### config.mk
export PLATFORM = sky130hd
export DESIGN_NAME = lock_ctrl
export DESIGN_NICKNAME = d
export VERILOG_FILES = /design/src/rtl/lock_ctrl.sv
export SDC_FILE = /design/constraint.sdc
export NUM_CORES = 1
export LEC_CHECK = 0
export ABC_AREA = 1
export CORE_ASPECT_RATIO = 1.2
export CORE_MARGIN = 2
export CORE_UTILIZATION = 40
export DETAILED_ROUTE_END_ITERATION = 10
export HOLD_SLACK_MARGIN = 0.03
export PLACE_DENSITY = 0.63
export SKIP_LAST_GASP = 1
export SLEW_MARGIN = 10
export SYNTH_ARGS = -nofsm -noshare
export SYNTH_HDL_FRONTEND = slang
export SYNTH_SLANG_ARGS = --single-unit
### constraint.sdc
create_clock -name clk -period 1.5 [get_ports clk]
set_clock_uncertainty 0.15 [all_clocks]
set_input_delay 0.45 -clock clk [delete_from_list [all_inputs] [get_ports clk]]
set_output_delay 0.45 -clock clk [all_outputs]
set_load 0.05 [all_outputs]
### src/rtl/lock_ctrl.sv
// Keypad lock sequencer: digit entry, code check, timed unlock, fail lockout and reprogramming.
// Define LOCK_ENTRY_TIMEOUT_EN to discard partial entries after ENTRY_TIMEOUT idle cycles.
//
// state   | meaning
// ENTRY   | collecting digits of an unlock attempt
// CHECK   | one cycle comparing the full entry against the stored code
// OPEN    | unlock pulse running on the shared timer
// PROG    | collecting a replacement code
// LOCKOUT | too many failures, digits ignored until the timer expires
module lock_ctrl #(
    parameter int                  DIGITS         = 4,
    parameter logic [4*DIGITS-1:0] DEFAULT_CODE   = 16'h0568,
    parameter int                  UNLOCK_CYCLES  = 16,
    parameter int                  MAX_FAILS      = 3,
    parameter int                  LOCKOUT_CYCLES = 64,
    parameter int                  ENTRY_TIMEOUT  = 32
) (
    input  logic       clk,
    input  logic       rst,
    input  logic       key_valid,
    input  logic [3:0] key_digit,
    output logic       key_ready,
    input  logic       key_clear,
    input  logic       prog_en,
    output logic       unlock,
    output logic       locked_out,
    output logic [3:0] fail_cnt,
    output logic [2:0] digit_cnt,
    output logic [2:0] state
);
    localparam int EW     = 4 * DIGITS;
    localparam int T_MAX0 = (UNLOCK_CYCLES > LOCKOUT_CYCLES) ? UNLOCK_CYCLES : LOCKOUT_CYCLES;
    localparam int T_MAX  = (ENTRY_TIMEOUT > T_MAX0) ? ENTRY_TIMEOUT : T_MAX0;
    localparam int TW     = $clog2(T_MAX + 1);

    localparam logic [TW-1:0] T_UNLOCK = TW'(UNLOCK_CYCLES);
    localparam logic [TW-1:0] T_LOCK   = TW'(LOCKOUT_CYCLES);
    localparam logic [TW-1:0] T_ONE    = TW'(1);
    localparam logic [2:0]    LAST     = 3'(DIGITS - 1);
    localparam logic [3:0]    MAXF     = 4'(MAX_FAILS);
`ifdef LOCK_ENTRY_TIMEOUT_EN
    localparam logic [TW-1:0] T_ENTRY  = TW'(ENTRY_TIMEOUT);
`endif

    typedef enum logic [2:0] {
        ENTRY   = 3'd0,
        CHECK   = 3'd1,
        OPEN    = 3'd2,
        PROG    = 3'd3,
        LOCKOUT = 3'd4
    } state_t;

    state_t        state_q, state_d;
    logic [EW-1:0] code_q, code_d, entry_q, entry_d, shifted;
    logic [2:0]    digit_cnt_q, digit_cnt_d;
    logic [3:0]    fail_cnt_q, fail_cnt_d;
    logic [TW-1:0] timer_q, timer_d;
    logic          unlock_q, locked_out_q;
    logic          accept;

    always_ff @(posedge clk or negedge rst) begin
        if (!rst) begin
            state_q      <= ENTRY;
            code_q       <= DEFAULT_CODE;
            entry_q      <= '0;
            digit_cnt_q  <= '0;
            fail_cnt_q   <= '0;
            timer_q      <= '0;
            unlock_q     <= 1'b0;
            locked_out_q <= 1'b0;
        end else begin
            state_q      <= state_d;
            code_q       <= code_d;
            entry_q      <= entry_d;
            digit_cnt_q  <= digit_cnt_d;
            fail_cnt_q   <= fail_cnt_d;
            timer_q      <= timer_d;
            unlock_q     <= (state_d == OPEN);
            locked_out_q <= (state_d == LOCKOUT);
        end
    end

    assign key_ready = (state_q == ENTRY) || (state_q == PROG);
    assign accept    = key_valid && key_ready;
    // Oldest digit ends up in the MS nibble; truncation drops the digit shifted out.
    assign shifted   = EW'({entry_q, key_digit});

    always_comb begin
        state_d     = state_q;
        code_d      = code_q;
        entry_d     = entry_q;
        digit_cnt_d = digit_cnt_q;
        fail_cnt_d  = fail_cnt_q;
        timer_d     = timer_q;
        case (state_q)
            ENTRY, PROG: begin
                if (key_clear) begin
                    entry_d     = '0;
                    digit_cnt_d = '0;
                    if (state_q == PROG) state_d = ENTRY;
                end else if (accept) begin
                    entry_d = shifted;
                    if (digit_cnt_q == LAST) begin
                        digit_cnt_d = '0;
                        if (state_q == ENTRY) begin
                            state_d = CHECK;
                        end else begin
                            code_d     = shifted;
                            entry_d    = '0;
                            fail_cnt_d = '0;
                            state_d    = ENTRY;
                        end
                    end else begin
                        digit_cnt_d = digit_cnt_q + 3'd1;
`ifdef LOCK_ENTRY_TIMEOUT_EN
                        timer_d     = T_ENTRY;
`endif
                    end
                end
`ifdef LOCK_ENTRY_TIMEOUT_EN
                else if (digit_cnt_q != '0) begin
                    if (timer_q <= T_ONE) begin
                        entry_d     = '0;
                        digit_cnt_d = '0;
                        timer_d     = '0;
                        if (state_q == PROG) state_d = ENTRY;
                    end else begin
                        timer_d = timer_q - T_ONE;
                    end
                end
`endif
            end
            CHECK: begin
                entry_d = '0;
                if (entry_q == code_q) begin
                    state_d    = OPEN;
                    fail_cnt_d = '0;
                    timer_d    = T_UNLOCK;
                end else if (fail_cnt_q + 4'd1 == MAXF) begin
                    state_d    = LOCKOUT;
                    fail_cnt_d = MAXF;
                    timer_d    = T_LOCK;
                end else begin
                    state_d    = ENTRY;
                    fail_cnt_d = fail_cnt_q + 4'd1;
                end
            end
            OPEN: begin
                if (prog_en) begin
                    state_d = PROG;
                    timer_d = '0;
                end else if (timer_q <= T_ONE) begin
                    state_d = ENTRY;
                    timer_d = '0;
                end else begin
                    timer_d = timer_q - T_ONE;
                end
            end
            LOCKOUT: begin
                if (timer_q <= T_ONE) begin
                    state_d    = ENTRY;
                    fail_cnt_d = '0;
                    timer_d    = '0;
                end else begin
                    timer_d = timer_q - T_ONE;
                end
            end
            default: state_d = ENTRY;
        endcase
    end

    assign unlock     = unlock_q;
    assign locked_out = locked_out_q;
    assign fail_cnt   = fail_cnt_q;
    assign digit_cnt  = digit_cnt_q;
    assign state      = state_q;
endmodule

# After elaboration in Yosys (flattened, before gate mapping)
# Index checks and enable logic that the tools add are counted.
[totals] out_inout_bits=13 elab_cells=74 input_bits=9 reg_bits=51
[classes] addsub=3 bitwise=2 n_reduce_logical=13 magnitude_cmp=1 muxes=31 n_eq_ne=16
[ops] op="16-bit 2-to-1 mux" n=4
[ops] op="3-bit 2-to-1 mux" n=11
[ops] op="16-bit case mux with 2 select lines" n=1
[ops] op="4-bit 2-to-1 mux" n=7
[ops] op="7-bit 2-to-1 mux" n=4
[ops] op="7-bit case mux with 3 select lines" n=1
[ops] op="16-bit == test" n=1
[ops] op="3-bit by 2-bit == test with 1-bit output, second input constant" n=4
[ops] op="3-bit case mux with 4 select lines" n=1
[ops] op="4-bit case mux with 3 select lines" n=1
[ops] op="2-bit inequality test, second input constant" n=5
[ops] op="7-bit by 1-bit less-or-equal comparator with 1-bit output, second input constant" n=1
[ops] op="7-bit by 1-bit subtractor with 7-bit output, second input constant" n=1
[ops] op="3-bit == test, second input constant" n=2
[ops] op="3-bit inequality test, second input constant" n=2
[ops] op="2-bit AND reduction" n=3
[ops] op="6-bit AND reduction" n=1
[ops] op="3-bit nonzero test" n=2
[ops] op="5-bit AND reduction" n=1
[ops] op="4-bit by 1-bit adder with 4-bit output, second input constant" n=1
[ops] op="4-bit by 2-bit == test with 1-bit output, second input constant" n=1
[ops] op="2-bit nonzero test" n=2
[ops] op="3-bit by 1-bit adder with 3-bit output, second input constant" n=1
[ops] op="3-bit by 1-bit == test with 1-bit output, second input constant" n=1
[ops] op="other kinds (6)" n=7

# Depth between registers and ports, before layout
[logic_depth] word_depth=7 ltp_mapped=12 mapped_depth_nobuf=12

# Worst setup path before layout
# Ideal clock, no wire load.
[synth_timing] kind="register -> register" from="register state_q[0] (netlist: state[0])" to="register code_q[13]" arrival_ns=1.766 path_stages_with_launch=9 path_slack_ns=-0.535 synth_period_minus_slack_ns=2.035 setup_ns=0.119 path_buffers=1 required_time_ns=1.231 cell_sequence="dfrtp_1 -> nand3_1 -> nand2_4 -> nand2_4 -> nor2_8 -> nand2_4 -> buf_6 -> nand2_1 -> o21ai_2"
[synth_between] elab_chain_cells=4 elab_cells_between_ends=7 cone_classes="eq/ne: 1; bitwise: 1; reduce/logical: 5"
[synth_lines] item="start: declaration" line_no="53" source="state_t state_q, state_d;"
[synth_lines] item="start signal: assignment" line_no="72" source="state_q <= state_d;"
[synth_lines] item="3-bit by 2-bit == test with 1-bit output or 3-bit logical NOT (tied branches)" line_no="83" source="assign key_ready = (state_q == ENTRY) || (state_q == PROG);"
[synth_lines] item="1-bit logical OR *" line_no="83"
[synth_lines] item="net key_ready" line_no="22" source="output logic key_ready,"
[synth_lines] item="1-bit logical AND *" line_no="84" source="assign accept = key_valid && key_ready;"
[synth_lines] item="5-bit AND reduction (no line) *"
[synth_lines] item="end signal: assignment" line_no="73" source="code_q <= code_d;"
[synth_lines] item="end: declaration" line_no="54" source="logic [EW-1:0] code_q, code_d, entry_q, entry_d, shifted;"
# Mark *: on every way through the listed nets, which the timed path passes. The rest lies on a longest branch.
# A chain may end at the register's enable or synchronous reset.

# Worst setup path in the final report
[layout_timing] from="register state_q[1] (netlist: state[1])" to="output port key_ready"
[layout_between] elab_chain_cells=2 elab_cells_between_ends=3 cone_classes="eq/ne: 1; reduce/logical: 2"
[layout_lines] item="3-bit by 2-bit == test with 1-bit output or 3-bit logical NOT (tied branches)" line_no="83"
[layout_lines] item="1-bit logical OR *" line_no="83"
[layout_lines] item="end: declaration" line_no="22"
# Every way passes the cells marked *; elsewhere a longest branch is shown, timed or not.

==> flow_summary.toml <==
[synth]
ys_types = 29
synthCells = 339
seq_area_frac_synth = 0.475
yosys_warnings = 0
ys_seq_elements = 51
syn_nets = 353
syn_area_per_cell_um2 = 7.96
synthesis.area_um2 = 2700

[routing]
num_vias = 2526
initialDrtViolationCount = 126
antenna_left = 0
wl_per_cell_um = 12.5
drc = 0
via_per_inst = 4.67
wirelength_um = 6750
dr.pass1.iters = 4

[status]
violations = "setup timing"
status = "complete, but fails checks"

[cts]
htree_levels = 2
cts.clk_slew.worst_paths_ps = 100
clock_latency_ps = 310
cts_tree = "built"
root_buffer = "clkbuf_8"
cts_sinks = 51
clockBufferDepth = 2
numCtsBuffers = 5

[setup_path]
r2r_start = "state[1]"
startpoint_type = "flop"
crit_path_end_kind = "primary output"
worstPathRequired_ps = 900
path_max_fanout = 2
crit_start = "state[1]"
criticalPathCategory = "reg2out"
crit_arrival_ps = 1290

[timing]
finalSetupViolations = 62
hold_viol_final = 0
setup_ws_ps = -385
finalCritPeriodShare = 1.26
tns_ps = -11250
fmax_mhz = 530
slew_headroom = 0.750
tightest_slew_ps = 375
whs_ps = 331
slew_viol_final = 0
period_needed_ps = 1890
rsz0062_at_grt = "yes"

[die]
start_util = 0.416
die_w_um = 79.0
pin_count = 22
core-area_um2 = 6490
die_area_um2 = 7420
rows = 32
die_y_um = 94.0

[cells_and_area]
final_cell_mix = "nand2_1, buf_4, inv_1, dfrtp_1, buf_6"
fin_area_um2 = 4360
final_common_cell = "nand2_1"
drive_above_1_share = 0.434
syn2layout_area_growth_pct = 61.5
final_cells = 541
nNetsFinal = 469
utilization = 0.672
diodes = 0

[min_path]
min_from = "timer_q[1]"
hold_path.class = "reg2reg"

[placed_design]
dpl.cell_count = 514
portBuffers = 21
hpwl_um = 4270
gp_congestion = 0.816
dpl_worst_slack_ps = -542
dpl_cell_area_um2 = 3770

[global_route]
grt_pass1_wl_um = 11300
grt_pass1_vias = 2518
grt-ovfl-total = 0
track_usage = 0.192
antenna_found_initial = 0
grt_max_degree = 52

[job]
maxCapViolCount = 0

[power]
power_density_nw_per_um2 = 1740
leakage_nw = 2.11
total_power_mw = 7.58
peakVddDrop_mv = 1.69
## Yosys cell counts
library cell	instances	area share
buf_6	4	0.017
ha_1	5	0.023
nor2_2	1	0.0023
nand3_1	14	0.026
a21oi_1	1	0.0019
a32o_1	1	0.0037
o22ai_1	11	0.026
inv_1	51	0.071
o21ai_0	17	0.032
dfrtp_1	46	0.43
a21oi_2	1	0.0032
nand2_1	116	0.16
nand2_4	3	0.013
dfstp_2	5	0.049
nor2_1	22	0.031
inv_2	6	0.0083
nand3_2	1	0.0037
a211oi_1	1	0.0028
nor2_8	1	0.0074
xor2_1	5	0.016
a31oi_1	1	0.0023
nand4_1	3	0.0070
xnor2_1	2	0.0065
o21a_1	1	0.0028
o21ai_2	12	0.039
nand2_2	4	0.0093
nor3b_1	1	0.0028
o32ai_1	1	0.0032
nor3_1	2	0.0037
## repair_timing
item | in CTS | in global routing
endpoints found under the setup margin | 62 | 63
hold endpoints to repair | 46 | 0
setup buffers | 13 | 6
hold buffers | 1 | 0
gates resized for setup | 50 | 35
cloned | 1 | 0
pin swaps | 14 | 13
## area by class of cell
type                    count  area (µm²)
repair buffers            113        1180
flip-flops and latches     51        1290
clock inverters             2        60.1
fillers                   499        2130
inverters                  57         224
clock buffers               6        72.6
multi-input cells         227        1420
well taps                  85         106
## critical path: stages, from the launching register on
cell	delay, ps
dfrtp_2	450
buf_6	130
nand3_4	80
nand2_8	60
buf_6	120
buf_12	140
## sequential cells by signal, indices dropped and copies added (netlist names)
register    count
code_q         16
timer_q         7
unlock          1
fail_cnt        4
entry_q        16
digit_cnt       3
locked_out      1
state           3
## cells by family after synthesis
kind of cell             share of synthesized area
AND/OR/NAND/NOR                              0.267
buffers and inverters                       0.0960
flip-flops                                   0.475
AO/OA/AOI/OAI                                0.116
XOR/XNOR                                    0.0227
adder cells (fa/ha/maj)                     0.0232
## layer usage
layer,share of wire,track usage,wire length (µm),vias up
met4,0.014,0.0560,97,0
met1,0.44,0.236,2960,1204
li1,-,-,-,1285
met2,0.52,0.347,3530,29
met3,0.023,0.0279,157,8
met5,0,0,0,-
## where the power goes
part	internal (mW)	total, mW	leakage, nW	switching [mW]
combinational	2.26	4.51	1.39	2.25
clock	0.667	1.14	0.0654	0.474
sequential	1.67	1.92	0.651	0.252
total	4.60	7.58	2.11	2.98
## worst paths after layout
path,slack (ps),end,cells past startpoint
hold / removal,330,timer_q[1],2
hold reg to reg,330,timer_q[1],2
setup / recovery,-390,key_ready,5
setup reg to reg,-320,entry_q[1],9
max in group asynchronous,400,code_q[10],3
min in group asynchronous,510,code_q[0],3
No activity file was read; power rests on OpenSTA's default activity.
